`src/rtl/tdm_sample_sequencer.sv`:
```
// TDM sample sequencer: settles after each mux channel switch, runs one ADC handshake per slot
// and publishes a coherent four-channel frame once the CH3 slot completes a full capture mask.
module tdm_sample_sequencer #(
   parameter int unsigned DATA_W      = 12,
   parameter int unsigned SETTLE_CYC  = 8,
   parameter int unsigned TIMEOUT_CYC = 64
) (
   input  logic              clk,
   input  logic              RST,
   input  logic              CH1,
   input  logic              CH2,
   input  logic              CH3,
   input  logic              CH4,
   input  logic [DATA_W-1:0] adc_data,
   input  logic              adc_done,
   input  logic              err_clr,
   output logic              adc_start,
   output logic [DATA_W-1:0] ch1_data,
   output logic [DATA_W-1:0] ch2_data,
   output logic [DATA_W-1:0] ch3_data,
   output logic [DATA_W-1:0] ch4_data,
   output logic              frame_valid,
   output logic              miss_err,
   output logic              onehot_err,
   output logic              timeout_err
);

   localparam int unsigned CNT_MAX = (SETTLE_CYC > TIMEOUT_CYC) ? SETTLE_CYC : TIMEOUT_CYC;
   localparam int unsigned CNT_W   = $clog2(CNT_MAX);
   localparam logic [CNT_W-1:0] SETTLE_LAST  = CNT_W'(SETTLE_CYC - 1);
   localparam logic [CNT_W-1:0] TIMEOUT_LAST = CNT_W'(TIMEOUT_CYC - 1);
   localparam logic [1:0]       IDX_CH3      = 2'd2;

   typedef enum logic [2:0] {S_IDLE, S_SETTLE, S_START, S_WAIT, S_HOLD} state_t;

   state_t             state_q, state_d;
   logic [CNT_W-1:0]   cnt_q, cnt_d;
   logic [3:0]         prev_q, prev_d;
   logic [1:0]         act_q, act_d;
   logic [3:0]         mask_q, mask_d;
   logic [DATA_W-1:0]  shadow_q [4];
   logic [DATA_W-1:0]  shadow_d [4];
   logic [DATA_W-1:0]  pub_q [4];
   logic [DATA_W-1:0]  pub_d [4];
   logic               fv_q, fv_d;
   logic               miss_q, miss_d;
   logic               onehot_q, onehot_d;
   logic               tmo_q, tmo_d;

   logic [3:0] sel;
   logic       sel_ok, sw;
   logic [1:0] sel_idx;
   logic [3:0] mask_new;
   logic       miss_set, onehot_set, tmo_set;

   assign sel    = {CH4, CH3, CH2, CH1};
   assign sel_ok = $onehot(sel);
   assign sw     = sel_ok && (sel != prev_q);

   always_comb begin
      sel_idx = '0;
      for (int unsigned i = 0; i < 4; i++) begin
         if (sel[i]) sel_idx = 2'(i);
      end
   end

   always_comb begin
      state_d    = state_q;
      cnt_d      = cnt_q;
      prev_d     = sel;
      act_d      = act_q;
      mask_d     = mask_q;
      shadow_d   = shadow_q;
      pub_d      = pub_q;
      fv_d       = 1'b0;
      miss_set   = 1'b0;
      onehot_set = 1'b0;
      tmo_set    = 1'b0;
      mask_new   = mask_q | (4'b0001 << act_q);

      // Priority: bad select, then channel switch, then per-state progress.
      if (!sel_ok) begin
         onehot_set = 1'b1;
         state_d    = S_IDLE;
         cnt_d      = '0;
         prev_d     = '0;
      end else if (sw) begin
         if (state_q inside {S_SETTLE, S_START, S_WAIT}) miss_set = 1'b1;
         state_d = S_SETTLE;
         cnt_d   = '0;
         act_d   = sel_idx;
      end else begin
         unique case (state_q)
            S_SETTLE: begin
               if (cnt_q == SETTLE_LAST) begin
                  state_d = S_START;
                  cnt_d   = '0;
               end else begin
                  cnt_d = cnt_q + 1'b1;
               end
            end
            S_START: begin
               state_d = S_WAIT;
               cnt_d   = '0;
            end
            S_WAIT: begin
               if (adc_done) begin
                  shadow_d[act_q] = adc_data;
                  state_d         = S_HOLD;
                  if (act_q == IDX_CH3) begin
                     mask_d = '0;
                     if (mask_new == 4'b1111) begin
                        pub_d = shadow_d;
                        fv_d  = 1'b1;
                     end
                  end else begin
                     mask_d = mask_new;
                  end
               end else if (cnt_q == TIMEOUT_LAST) begin
                  tmo_set = 1'b1;
                  state_d = S_HOLD;
               end else begin
                  cnt_d = cnt_q + 1'b1;
               end
            end
            default: ;
         endcase
      end

      miss_d   = miss_set   | (miss_q   & ~err_clr);
      onehot_d = onehot_set | (onehot_q & ~err_clr);
      tmo_d    = tmo_set    | (tmo_q    & ~err_clr);
   end

   always_ff @(posedge clk) begin
      if (RST) begin
         state_q  <= S_IDLE;
         cnt_q    <= '0;
         prev_q   <= '0;
         act_q    <= '0;
         mask_q   <= '0;
         shadow_q <= '{default: '0};
         pub_q    <= '{default: '0};
         fv_q     <= 1'b0;
         miss_q   <= 1'b0;
         onehot_q <= 1'b0;
         tmo_q    <= 1'b0;
      end else begin
         state_q  <= state_d;
         cnt_q    <= cnt_d;
         prev_q   <= prev_d;
         act_q    <= act_d;
         mask_q   <= mask_d;
         shadow_q <= shadow_d;
         pub_q    <= pub_d;
         fv_q     <= fv_d;
         miss_q   <= miss_d;
         onehot_q <= onehot_d;
         tmo_q    <= tmo_d;
      end
   end

   assign adc_start   = (state_q == S_START);
   assign ch1_data    = pub_q[0];
   assign ch2_data    = pub_q[1];
   assign ch3_data    = pub_q[2];
   assign ch4_data    = pub_q[3];
   assign frame_valid = fv_q;
   assign miss_err    = miss_q;
   assign onehot_err  = onehot_q;
   assign timeout_err = tmo_q;

endmodule

```
`config.mk`:
```
export PLATFORM = sky130hd
export DESIGN_NAME = tdm_sample_sequencer
export DESIGN_NICKNAME = d
export VERILOG_FILES = /design/src/rtl/tdm_sample_sequencer.sv
export SDC_FILE = /design/constraint.sdc
export NUM_CORES = 1
export LEC_CHECK = 0
export ABC_AREA = 1
export CORE_UTILIZATION = 45
export DETAILED_ROUTE_END_ITERATION = 10
export MAX_ROUTING_LAYER = met4
export PLACE_DENSITY = 0.68
export SLEW_MARGIN = 10
export SYNTH_ARGS = -nofsm -noshare
export SYNTH_HDL_FRONTEND = slang
export SYNTH_SLANG_ARGS = --single-unit
```
`constraint.sdc`:
```
create_clock -name clk -period 5.02 [get_ports clk]
set_input_delay 1.004 -clock clk [delete_from_list [all_inputs] [get_ports clk]]
set_output_delay 1.004 -clock clk [all_outputs]
set_load 0.05 [all_outputs]
```
After elaboration in Yosys (flattened, before gate mapping)
Cells that the tools add are included.
{"block": "totals", "output_inout_bits": 53, "elab_cells": 93, "inputBits": 20, "regBits": 119}
{"block": "op_classes", "n_shift": 1, "n_lt_le_gt_ge": 2, "mux": 26, "eq_ne": 15, "bitwise_logic": 14, "n_addsub": 4, "n_reduce_logical": 13}
{"operator": "48-bit bitwise mux", "n": 1}
{"operator": "12-bit demux with 2-bit select", "n": 1}
{"operator": "6-bit two-way mux", "n": 3}
{"operator": "6-bit case mux with 3 select lines", "n": 1}
{"operator": "1-bit two-way mux", "n": 12}
{"operator": "12-bit two-way mux", "n": 1}
{"operator": "3-bit two-way mux", "n": 3}
{"operator": "3-bit case mux with 3 select lines", "n": 1}
{"operator": "3-bit AND reduction", "n": 3}
{"operator": "6-bit by 1-bit adder with 6-bit output (second input constant)", "n": 1}
{"operator": "3-bit by 1-bit equality test with 1-bit output (second input constant)", "n": 2}
{"operator": "3-bit by 2-bit equality test with 1-bit output (second input constant)", "n": 2}
{"operator": "6-bit by 3-bit equality test with 1-bit output (second input constant)", "n": 1}
{"operator": "6-bit equality test (second input constant)", "n": 1}
{"operator": "3-bit by 2-bit inequality test with 1-bit output (second input constant)", "n": 2}
{"operator": "1-bit NOT", "n": 6}
{"operator": "6-bit AND reduction", "n": 1}
{"operator": "6-bit OR reduction", "n": 1}
{"operator": "1-bit by 1-bit adder with 2-bit output", "n": 2}
{"operator": "4-bit equality test (second input constant)", "n": 1}
{"operator": "2-bit two-way mux", "n": 2}
{"operator": "4-bit two-way mux", "n": 1}
{"operator": "2-bit inequality test (second input constant)", "n": 2}
{"operator": "4-bit by 3-bit inequality test with 1-bit output (second input constant)", "n": 1}
{"operator": "other kinds (18)", "n": 23}

Logic depth before layout (Yosys ltp)
{"block": "logic_depth", "depth_word": 7, "mapped_depth": 13, "depth_no_buf": 13}

Worst setup path after synthesis
OpenSTA, ideal clock, no wires.
{"block": "synth_timing", "path_kind": "input -> register", "startpoint": "in CH1", "endpoint": "reg pub_q (netlist bit ch2_data[0])", "stages": 13, "arrival_time_ns": 2.953, "path_slack_ns": 2.007, "setup_ns": 0.060, "required_time_ns": 4.960, "n_path_buf": 1, "cell_sequence": "inv_2 fa_1 inv_1 ha_1 ha_1 nor2_1 nand2_1 inv_1 nand3_2 nor2_8 buf_6 nand4_1 nand2_1"}
{"block": "synth_between", "elab_chain_len": 6, "elab_cells_between_ends": 7, "cone_classes": "add/sub (2); eq/ne (2); bitwise (1); reduce/logical (2)"}
{"element": "from (decl)", "line_no": "10", "source": "input logic CH1,"}
{"element": "1-bit by 1-bit adder with 2-bit output (not written as such)", "line_no": "57", "source": "assign sel_ok = $onehot(sel);"}
{"element": "2-bit by 2-bit adder with 3-bit output (not written as such)", "line_no": "57"}
{"element": "3-bit by 1-bit equality test with 1-bit output", "line_no": "57"}
{"element": "1-bit logical AND", "line_no": "58", "source": "assign sw = sel_ok && (sel != prev_q);"}
{"element": "1-bit NOT (no line)"}
{"element": "6-bit AND reduction (no line) *"}
{"element": "to (signal assigned)", "line_no": "155", "source": "pub_q <= pub_d;"}
{"element": "to (decl)", "line_no": "43", "source": "logic [DATA_W-1:0] pub_q [4];"}
Every way passes the cells marked *; elsewhere a longest branch is shown, timed or not.
A chain may end at the register's enable or synchronous reset.

Final worst setup path
{"block": "layout_timing", "startpoint": "in CH4", "endpoint": "reg pub_q (netlist bit ch1_data[11])"}
{"block": "layout_between", "elab_chain_len": 6, "elab_cells_between_ends": 7, "cone_classes": "add/sub (2); eq/ne (2); bitwise (1); reduce/logical (2)"}
{"element": "from (decl)", "line_no": "13", "source": "input logic CH4,"}
{"element": "1-bit by 1-bit adder with 2-bit output (not written as such)", "line_no": "57"}
{"element": "2-bit by 2-bit adder with 3-bit output (not written as such)", "line_no": "57"}
{"element": "3-bit by 1-bit equality test with 1-bit output", "line_no": "57"}
{"element": "1-bit logical AND", "line_no": "58"}
{"element": "1-bit NOT (no line)"}
{"element": "6-bit AND reduction (no line) *"}
Marked as above.

==> flow_summary.ini <==
[run_status]
status = finished with violations
failed_checks = design-rule violations

[run]
drv_cap = 0

[timing]
grt_setup_unrepaired = false
fmax_mhz = 266
whs_ps = 447
final.setup.tns_ps = 0
max_slew.worst_pin.slew_ps = 751
setup_viol = 0
finalMaxSlewViolations = 0
finalHoldViolCount = 0
fin_crit_ps = 3760
period_share = 0.748
finClkSkew_ps = 7.86
relSlewSlack = 0.498

[clocking]
ctsResizeCount = 0
cts.sinks = 118
numCtsBuffers = 17
cts-root-buf = clkbuf_16
postCtsSetupRepairBufs = 0
cts_max_level = 4
clkTransAtPathRegs_ps = 50
cts_tree = built
holdBufCountCts = 0
clkLatencyLatePin_ps = 410
cts_buffer_depth = 2

[finish]
fin_util = 0.580
fin_area_um2 = 6680
diodes = 0
fill_cells = 1106
syn_to_final_growth_pct = 24.4
instances_no_fill = 972
drive_above_1_share = 0.0579
layout.nets = 842

[synthesis]
netlist_top_cells_count = nand2_1 (155), dfxtp_1 (118), nor2_1 (112)
syn-num-nets = 788
synth_cell_types = 29
synth-async-reset-ratio = 0
post_synth.cell_area_avg_um2 = 7.03
synth_top_area_frac = 0.440
ys_seq_area_frac = 0.440
synth_xor_area_frac = 0.00163
ys_warn_count = 0
yosys.area.top_type = dfxtp_1
synth_top_family_by_area = simple AND/OR/NAND/NOR gates
synth_area_leaders = dfxtp_1 (44%), nand2_1 (11%), o21ai_0 (9.8%), nor2_1 (7.8%), inv_1 (5.9%)
synthAdderAreaFrac = 0.0107
syn_area_um2 = 5370
synth-simple-area-share = 0.315
synth_edf_count = 0
synthCells = 764
synthMuxAreaShare = 0
yosysMostFrequentCell = nand2_1
synth_compound_area_frac = 0.128
ys_ff_latch = 118
yosys_most_used_dff = dfxtp_1

[drt]
drt_wl_total_mm = 13.1
drc = 10
wire_per_inst_um = 13.5
vias = 5086
ant_nets = 0
viasPerCell = 5.23
drt_iter0_markers = 352
dr.pass1.iters = 8

[die]
initial_core_util = 0.466
dieArea_um2 = 12400
rows = 39
ios = 73
core_um2 = 11500
die_h_um = 111
die_x_um = 111

[place]
dp.cells = 942
port_buffers = 72
placed_area_um2 = 6110
globalplace.congestion = 0.832
dp.final_hpwl_mm = 8.77

[setup_path]
end_kind = flop
path_cells = clkdlybuf4s50_1, inv_2, fa_1, inv_1, ha_1, ha_1, nor2_1, nand2_1, nor2_4, nand3_4, nor2_4, nand2_2, nand2_1, nand2_1
required_ps = 5310
max_stage_delay_ps = 560
cp-startpoint = CH4
start_kind = input port
cp_slowest_cell = clkdlybuf4s50_1
critPathArrivalTime_ps = 4050
r2r_start = act_q[1]
setup.worst_path.class = in -> reg
crit_path_frequent_cell = nand2_1
cp_max_fo = 28

[global_routing]
grt.total_usage = 0.225
first_global_vias = 4644
grt_max_degree = 82
overflow = 0
antenna_found_initial = 0
grt_first_pass_wirelength_mm = 21.5

[hold_path]
hold_class = reg -> reg
hold_start = shadow_q[11]

[power]
switching_share = 0.231
ir_drop_mv = 0.337
clock_power_share = 0.511
powerDensity_nw_per_um2 = 350
internal_power_mw = 1.80
power_leakage_nw = 2.84
seq_power_share = 0.407
p_sw_mw = 0.539
comb_power_share = 0.082
placed cells by master (no fill, tap or decap), types with 2 or more instances in the layout:
cell type / netlist / routed
a21oi_1: 27 / 27
buf_4: 0 / 6
bufinv_16: 0 / 3
clkbuf_1: 27 / 7
clkbuf_16: 0 / 17
clkbuf_8: 0 / 2
clkdlybuf4s50_1: 0 / 72
dfxtp_1: 118 / 118
ha_1: 3 / 3
inv_1: 84 / 83
inv_2: 4 / 5
nand2_1: 155 / 155
nand2_2: 2 / 2
nand3_1: 40 / 40
nand4_1: 50 / 50
nor2_1: 112 / 111
nor2_4: 4 / 4
nor2_8: 2 / 2
nor3_1: 3 / 3
o21ai_0: 105 / 105
registers in the layout (all words and copies together), names as in the netlist, named ones only:
name,flops
shadow_q,48
mask_q,2
onehot_err,1
act_q,2
ch3_data,12
state_q,3
frame_valid,1
ch1_data,12
prev_q,4
cnt_q,6
miss_err,1
ch2_data,12
ch4_data,12
timeout_err,1
worst max-delay path: cells and delay by family:
kind / cells / cell delay, ps
and+or+nand+nor: 8 / 1440
adders and majority gates: 3 / 910
buffers and inverters: 3 / 680
metal layers:
layer	up-vias	global-route usage	wire length (µm)
met3	23	0.0519	596
met2	142	0.349	5960
met5	-	-	0
li1	2590	-	-
met4	0	0.0937	275
met1	2331	0.281	6250
layout make-up:
class	count	area (µm²)	area share
Inverter	89	334	0.0500
Tap cell	143	179	0.0268
Multi-Input combinational cell	513	2450	0.366
Sequential cell	118	2360	0.353
Clock buffer	26	479	0.0717
Timing Repair Buffer	79	786	0.118
Clock inverter	4	95.1	0.0142
per-stage QoR:
stage	total power [mW]	setup WS [ps]
floorplan	1.10	2010
global placement	1.16	894
detailed placement	1.16	852
CTS	2.35	1290
global route	2.42	1040
finish	2.34	1260
cells by family after synthesis:
group | after synthesis
AOI/OAI and AO/OA | 136
xor gates and xnor gates | 1
adders and majority gates | 4
buffers and inverters | 133
DFF | 118
and+or+nand+nor | 372
path summary, 6_finish.rpt:
kind / endpoint / slack [ps] / depth (start not counted)
hold / removal: shadow_q[11] / 450 / 2
hold reg to reg: shadow_q[11] / 450 / 2
setup reg to reg: ch4_data[5] / 2500 / 7
setup / recovery: ch1_data[11] / 1260 / 14
power groups by stage:
stage / combinational [mW] / clock [mW] / sequential [mW]
2_1_floorplan: 0.128 / 0 / 0.972
3_3_place_gp: 0.186 / 0 / 0.969
3_5_place_dp: 0.190 / 0 / 0.970
4_1_cts: 0.192 / 1.21 / 0.951
5_1_grt: 0.217 / 1.26 / 0.951
6_report: 0.193 / 1.19 / 0.951
Note: power is estimated with default switching activity, not from simulation.
